`src/rtl/spi_cmd_seq.sv`:
```
// rtl/spi_cmd_seq.sv - command sequencer feeding spi_drv one word at a time
module spi_cmd_seq #(
  parameter  int SPI_MAXLEN  = 8,
  parameter  int MAX_WORDS   = 16,
  parameter  int ACK_TIMEOUT = 16,
  localparam int LEN_W       = $clog2(MAX_WORDS + 1),
  localparam int NB_W        = $clog2(SPI_MAXLEN) + 1,
  localparam int TMR_W       = $clog2(ACK_TIMEOUT + 1)
) (
  input  logic                  clk,
  input  logic                  rst,
  input  logic                  cmd_valid,
  output logic                  cmd_ready,
  input  logic [LEN_W-1:0]      cmd_len,
  input  logic [NB_W-1:0]       cmd_nbits,
  input  logic                  tx_valid,
  output logic                  tx_ready,
  input  logic [SPI_MAXLEN-1:0] tx_data,
  output logic                  rx_valid,
  input  logic                  rx_ready,
  output logic [SPI_MAXLEN-1:0] rx_data,
  output logic                  rx_last,
  output logic                  busy,
  output logic                  err_cmd,
  output logic                  err_timeout,
  output logic                  drv_start,
  output logic [NB_W-1:0]       drv_n_clks,
  output logic [SPI_MAXLEN-1:0] drv_tx_data,
  input  logic                  drv_rdy,
  input  logic [SPI_MAXLEN-1:0] drv_rx_data
);

  typedef enum logic [2:0] {
    S_IDLE,
    S_FETCH,
    S_START,
    S_WAIT_BUSY,
    S_WAIT_DONE,
    S_PUSH
  } state_t;

  state_t           state;
  logic [LEN_W-1:0] remaining;
  logic [TMR_W-1:0] timer;
  logic             cmd_bad;

  // A command is rejected when it asks for no words, too many words, or an unsupported word size
  always_comb begin
    cmd_bad = (cmd_len == '0) || (cmd_len > LEN_W'(MAX_WORDS)) ||
              (cmd_nbits == '0) || (cmd_nbits > NB_W'(SPI_MAXLEN));
  end

  // Sequencer FSM; every handshake output is registered alongside the state transition
  always_ff @(posedge clk or posedge rst) begin
    if (rst) begin
      state       <= S_IDLE;
      remaining   <= '0;
      timer       <= '0;
      cmd_ready   <= 1'b0;
      tx_ready    <= 1'b0;
      rx_valid    <= 1'b0;
      rx_data     <= '0;
      rx_last     <= 1'b0;
      busy        <= 1'b0;
      err_cmd     <= 1'b0;
      err_timeout <= 1'b0;
      drv_start   <= 1'b0;
      drv_n_clks  <= '0;
      drv_tx_data <= '0;
    end else begin
      drv_start   <= 1'b0;
      err_cmd     <= 1'b0;
      err_timeout <= 1'b0;
      case (state)
        S_IDLE: begin
          cmd_ready <= 1'b1;
          if (cmd_valid && cmd_ready) begin
            if (cmd_bad) begin
              err_cmd <= 1'b1;
            end else begin
              remaining  <= cmd_len;
              drv_n_clks <= cmd_nbits;
              cmd_ready  <= 1'b0;
              tx_ready   <= 1'b1;
              busy       <= 1'b1;
              state      <= S_FETCH;
            end
          end
        end
        S_FETCH: begin
          if (tx_valid && tx_ready) begin
            drv_tx_data <= tx_data;
            tx_ready    <= 1'b0;
            state       <= S_START;
          end
        end
        S_START: begin
          if (drv_rdy) begin
            drv_start <= 1'b1;
            timer     <= '0;
            state     <= S_WAIT_BUSY;
          end
        end
        S_WAIT_BUSY: begin
          // The drv_start cycle itself counts as the first timeout cycle
          if (!drv_rdy) begin
            state <= S_WAIT_DONE;
          end else if (timer == TMR_W'(ACK_TIMEOUT - 1)) begin
            err_timeout <= 1'b1;
            busy        <= 1'b0;
            cmd_ready   <= 1'b1;
            state       <= S_IDLE;
          end else begin
            timer <= timer + 1'b1;
          end
        end
        S_WAIT_DONE: begin
          if (drv_rdy) begin
            rx_data  <= drv_rx_data;
            rx_valid <= 1'b1;
            rx_last  <= (remaining == LEN_W'(1));
            state    <= S_PUSH;
          end
        end
        S_PUSH: begin
          if (rx_ready) begin
            rx_valid  <= 1'b0;
            rx_last   <= 1'b0;
            remaining <= remaining - 1'b1;
            if (rx_last) begin
              busy      <= 1'b0;
              cmd_ready <= 1'b1;
              state     <= S_IDLE;
            end else begin
              tx_ready <= 1'b1;
              state    <= S_FETCH;
            end
          end
        end
        default: begin
          state <= S_IDLE;
        end
      endcase
    end
  end

endmodule

```
`config.mk`:
```
export PLATFORM = sky130hd
export DESIGN_NAME = spi_cmd_seq
export DESIGN_NICKNAME = d
export VERILOG_FILES = /design/src/rtl/spi_cmd_seq.sv
export SDC_FILE = /design/constraint.sdc
export NUM_CORES = 1
export LEC_CHECK = 0
export CAP_MARGIN = 20
export CORE_ASPECT_RATIO = 1.4
export CORE_MARGIN = 1
export CORE_UTILIZATION = 39
export DETAILED_ROUTE_END_ITERATION = 10
export GPL_ROUTABILITY_DRIVEN = 0
export GPL_TIMING_DRIVEN = 0
export PLACE_DENSITY = 0.76
export SLEW_MARGIN = 5
export SYNTH_ARGS = -nofsm -noshare
export SYNTH_HDL_FRONTEND = slang
export SYNTH_SLANG_ARGS = --single-unit
```
`constraint.sdc`:
```
create_clock -name clk -period 2 [get_ports clk]
set_input_delay 0.4 -clock clk [delete_from_list [all_inputs] [get_ports clk]]
set_output_delay 0.4 -clock clk [all_outputs]
set_load 0.005 [all_outputs]
```
==> results list <==
- The run finished with clean final reports.
- Register area: 1030 um^2
- At the worst endpoint, the required time is approximately 2.2 ns.
- The final critical path takes up a little over nine tenths of the cycle.
- Area growth syn-to-layout: 39.5%
* Placed Instances: roughly 300
- For this block, the routed nets add up to 4280 um of wire.
- FF-to-FF setup slack: ~0.17 ns
- Counting distinct cell types in the post-synthesis netlist gives 44.
- Detailed-routing iteration count for the pre-antenna-repair pass: 4
- Sequential fraction of the synthesis area: 50.6%
- Fillers: approximately 420
- Worst-margin pin slew: 0.831 ns
- Antenna violations before repair: 0
- Post-route clock skew: between 0.007 and 0.008 ns
* Average cell area after synthesis: approximately 11 um^2
- Traced cell by cell, the critical path runs through clkdlybuf4s50_1 > nor4_2 > xnor2_2 > nand3_4 > and2_4 > mux2_4.
- Static timing analysis puts the maximum clock frequency at ~0.53 GHz.
* Most common flop cell mapped by yosys: dfrtp_1
- In this design, the largest share of critical-path delay is due to simple AND/OR/NAND/NOR gates.
* Die span in y: roughly 87 um
- The worst setup path is launched from a primary input.
- CP endpoint: remaining[1]$_DFFE_PP0P_
- Shortest clock period the worst path allows after layout: 1.89 ns
- In this run, the number of DRC markers left after iteration 0 of detailed routing was 45.
- The total overflow left after global routing is 0.
- The repair_antennas step left the layout with diodes totalling 0.
- When the netlist entered floorplanning its net count stood at about 220.
* Setup repair after global routing missed its margin: false
- Power spread over the standard cell area amounts to 1320 nW/um^2.
* Cells after synthesis: between 150 and 200
- PortBufs: between 50 and 60
- Total of hold buffers inserted after clock tree synthesis: 0
- The worst hold path belongs to the class reg2reg.
* Drt wl/cell: around 14 um
- In the final layout, the multi-input gates occupy approximately 950 um^2.
- The startpoint identified for the worst register-to-register timing path is timer[0]$_DFFE_PP0P_.
- By startpoint and endpoint, the worst setup path is classified as in2reg.
- From left edge to right edge, the die measures 63.0 um.
- The most critical setup path has its startpoint at cmd_len[1].
- Number of cell instances on the worst register-to-register path: 6
- The critical path runs through a total of 6 cells.
* Final core utilization: 57.6%
* Clock buffer count from CTS: 5
* Endpoint of the lowest-slack register-to-register path: state[1]$_DFFE_PP0P_
- The final layout contains 287 nets.
* Post-route standard cell area excluding fillers: roughly 2800 um^2
- Floorplan die area: approximately 5500 um^2
- In this run the most critical hold path is launched from timer[3]$_DFFE_PP0P_.
* Area of placed instances: 2690 um^2
- Clock root buffer: clkbuf_8
* Total of flip-flops plus latches after synthesis: slightly above 40
- Setup Total Neg Slack: 0 ns
- After synthesis, the share of flip-flops with an asynchronous set or reset is 100%.
* Slew margin rel.: 44.5%
- Overall routing resource usage: between 10% and 20%
* Starting utilization of the core area: between 40% and 50%
- Placed wire-length estimate after detailed placement: ~3200 um
- Counting along the longest clock path gives a buffer depth of 2.
- First-pass GRT wire length: between 7000 and 8000 um
- In this run, synthesis inferred 0 flip-flops with an integrated enable.
- Drt via density: between 5 and 6
* H-tree levels: 2
* Floorplan core area: 4920 um^2
- The design draws around 3.7 mW.
* Number of setup violations in the final report: 0
- Drc violations: 0
- Number of failing hold endpoints at the final stage: 0
- Post-CTS Setup Bufs: 0
- Worst voltage drop across the vdd grid: just over 0.7 mV
* Biggest fanout along the worst timing path: 8
* Vias after detailed routing: 1653
- Entering global routing, the biggest net connects 42 pins.
- Final number of max-transition violations: 0
- The count of cells in the finished layout, fillers not included, comes to between 300 and 400.
* Share of layout cells above drive strength 1: a little under a fifth
- The analysis attributes to cell leakage a power of roughly 1.2 nW.
- Via count of the first global-routing pass: ~1700
* Remaining antenna violation count after routing: 0
* Number of buffer and inverter instances along the worst setup path: 1
- For this design the top-level I/O count stands at roughly 60.
- Yosys synthesis warning count: 0
- The worst setup path is captured at a register.
* CTS tree: built
* Maximum capacitance violations: 0
* Clock-pin transition on the worst setup and hold timing paths: ~0.08 ns
- TritonCTS sink count: 41
* Row count: 30
* Biggest cell delay along the critical path: roughly 0.45 ns
- The mapped netlist covers 2030 um^2.
* Critical Path Slowest Stage Cell: clkdlybuf4s50_1
- The number of gates resized after CTS was 0.
- Skew-Pair Late Insertion Delay: ~0.29 ns
- Data arrival time of the critical path: a little over 2 ns
==> metal layers <==
metal  track usage [%]  vias to the layer above  part of all wire, %
li1                  -                      797                    -
met1              18.6                      788                   40
met2              30.8                       58                   52
met3              4.84                       10                  5.9
met4              7.40                        0                  2.1
met5                 0                        -                    0
==> metrics by stage <==
step                setup slack [ns]  hold WS, ns
floorplan                      0.374        0.445
global placement              -0.225        0.472
detailed placement            -0.223        0.485
CTS                           0.0702        0.495
global route                  0.0158        0.520
finish                         0.105        0.493
==> how the worst min path moves through the flow <==
stage,endpoint,slack (ns),cells after the start
after floorplan,timer[3]$_DFFE_PP0P_,0.45,1
after global placement,rx_valid$_DFFE_PP0P_,0.47,1
after detailed placement,timer[3]$_DFFE_PP0P_,0.48,1
after CTS,timer[3]$_DFFE_PP0P_,0.50,1
after global routing,drv_tx_data[3]$_DFFE_PP0P_,0.52,1
final,timer[3]$_DFFE_PP0P_,0.49,1
==> cell usage after synthesis (2+ instances only) <==
cell type	number	area [um^2]
nand3_1	10	50.1
nand4b_1	2	17.5
nor3b_1	2	15.0
nand2b_1	4	25.0
inv_1	8	30.0
mux2_2	21	236
xnor2_1	2	17.5
nand2_1	19	71.3
nor3_1	3	15.0
o221ai_1	2	17.5
buf_2	5	25.0
o21ai_0	7	35.0
dfrtp_1	41	1030
ha_1	4	50.1
and3_1	2	12.5
nor2_1	13	48.8
o31ai_1	4	30.0
a21oi_1	11	55.1
and2_1	2	12.5
==> worst register-to-register path, stage by stage (launching register included) <==
cell and delay [ns]:
dfrtp_1 0.41, ha_1 0.22, and3_1 0.18, ha_1 0.26
inv_1 0.17, a21oi_1 0.09, a2111oi_0 0.38
==> logic make-up (layout without fill, tap and decap cells) <==
kind of cell	count (synthesis)	after routing	synth area share [%]
flops	41	41	50.6
xor+xnor	2	2	0.863
simple gates	72	72	20.8
buf+inv	14	80	2.90
mux	22	22	12.4
fa+ha+maj	4	4	2.47
compound gates	32	32	10.1
==> sequential cells by signal, indices dropped and copies added (netlist names), 3 cells and up <==
signal,flops
drv_tx_data,8
rx_data,8
remaining,5
timer,5
drv_n_clks,4
state,3
==> cell usage in the layout, fill, tap and decap left out, types with 3 or more instances in the layout <==
cell type,netlist,layout
buf_2,5,5
nand2b_1,4,4
ha_1,4,4
dfrtp_1,41,41
inv_1,8,7
nand3_1,10,10
clkbuf_8,0,5
o31ai_1,4,4
a21oi_1,11,11
nor3_1,3,3
o21ai_0,7,7
mux2_2,21,21
clkdlybuf4s50_1,0,58
nand2_1,19,19
nor2_1,13,13
==> power breakdown <==
group	internal, mW	switching, mW	total (mW)
sequential	1.17	0.212	1.38
combinational	0.961	0.629	1.59
clock	0.496	0.281	0.777
==> cell type report <==
cell class	count	area share (%)
Sequential cell	41	36.2
Multi-Input combinational cell	132	33.6
Timing Repair Buffer	58	20.5
Tap cell	64	2.83
Clock buffer	5	2.43
Clock inverter	3	2.30
Inverter	8	1.06
Buffer	6	1.02
No activity file was read; power rests on OpenSTA's default activity.
==> edit, RTL diff (config.mk and constraints unchanged) <==
Set the parameter `SPI_MAXLEN` to 16 (it was 8).
--- a/src/rtl/spi_cmd_seq.sv
+++ b/src/rtl/spi_cmd_seq.sv
@@ -1,6 +1,6 @@
 // rtl/spi_cmd_seq.sv - command sequencer feeding spi_drv one word at a time
 module spi_cmd_seq #(
-  parameter  int SPI_MAXLEN  = 8,
+  parameter  int SPI_MAXLEN  = 16,
   parameter  int MAX_WORDS   = 16,
   parameter  int ACK_TIMEOUT = 16,
   localparam int LEN_W       = $clog2(MAX_WORDS + 1),
Interface: changed (6 resized); port bits go from 59 to 93. No check against the original RTL was run, so the function may have changed too.
==> edit against the original RTL <==
- synthesized area is 30% higher
- worst hold slack got worse by 14 ps
- cell area rose by 37%
- sequential cell count increased by 17
- routed wire length rose by 35%
- worst setup slack got worse by 15 ps
- synthesized cell count grew 13%
- maximum frequency decreased by 0.81%
- cell count grew 25%
- power increased by 46%
- first-iteration DRC count grew 69%
- critical endpoint is now tx_ready$_DFFE_PP0P_
==> edit: results (changes against the original RTL) <==
Cells and area
  • Nets: 369 (+29%)
  • #MultiIn Comb: 137 (+3.8%)
  • Clock buf/inv share: 0.0524 (+0.00516)
  • Register area: 0.00145 mm2 (+41%)
  • Layout cell share with drive strength beyond 1: 0.227 (+0.0449)
  • Final non-clock buffer share: 0.259 (+0.0438)
  • # clk buffers: 11 (+6)

Placed design
  • DP HPWL: 4290 um (+34%)
  • Port-buffer cells: 92 (+59%)
  • Placed insts: 379 (+23%)
  • DP Area: 0.00367 mm2 (+36%)
  • Dpl ws: -337 ps (-114 ps)

Logic synthesis
  • Netlist cell types: 48 (+9.1%)
  • Synthesized Nets: 264 (+19%)
  • Most instantiated cells after synthesis: 58 x dfrtp_1, 34 x mux2_2, 18 x nand2_1
  • Synth Register Bits: 58 (+41%)
  • Sequential element share of the synthesized area: 0.551 (+0.0458)
  • Synthesized area per cell: 12.4 um2 (+14%)

STA
  • Clk_skew: 8.63 ps (+0.751 ps)
  • WHS: 479 ps (-13.8 ps)
  • Worst Tran Pin Value: 761 ps (-70.7 ps)
  • Period utilization: 0.955 (+0.00774)

Global route
  • Gr usage total: 0.179 (+0.00749)
  • M3 GR Usage: 0.0507 (+0.00223)
  • First-pass GRT wire length: 9740 um (+33%)
  • Vias in the first global route: 2201 (+32%)

Status
  • Status: complete, no violations

Detailed routing
  • Routed wl met3: 358 um (+42%)
  • WL met2: 3000 um (+34%)
  • Wire length per cell: 14.7 um (+8.4%)
  • Via count: 2073 (+25%)

Pwr
  • Peak supply drop: 0.728 mV (+2.5%)

Clock tree
  • TritonCTS buffer count: 9 (+4)
  • Clock latency on the worst-skew pair: 330 ps (+40 ps)

Floorplan
  • Tapcell Cnt: 74 (+16%)

Critical path
  • R2r setup slk: 150 ps (-20 ps)
-- edit: cell types whose count changed in the layout (fill, tap and decap cells not counted), moves of 3 or more --
cell | before | now
clkbuf_8 | 5 | 11
o21ai_0 | 7 | 12
nand2b_1 | 4 | 0
nor2b_1 | 0 | 3
a21oi_1 | 11 | 4
a31oi_1 | 0 | 5
buf_6 | 0 | 3
mux2_2 | 21 | 34
clkdlybuf4s50_1 | 58 | 92
nand3_1 | 10 | 6
buf_2 | 5 | 2
dfrtp_1 | 41 | 58
nor2_1 | 13 | 7
-- edit: kinds of logic (layout without fill, tap and decap cells) --
logic type	count (synthesis)	in the layout	share of synthesized area
simple gates	55	55	0.121
buf+inv	17	127	0.0352
mux	39	39	0.171
flops	58	58	0.551
compound gates	36	36	0.0922
xor+xnor	2	2	0.00666
fa+ha+maj	5	5	0.0228
-- edit: where the power goes --
group / switching [mW] / internal [mW]
combinational: 0.879 / 1.47
clock: 0.463 / 0.636
sequential: 0.308 / 1.71
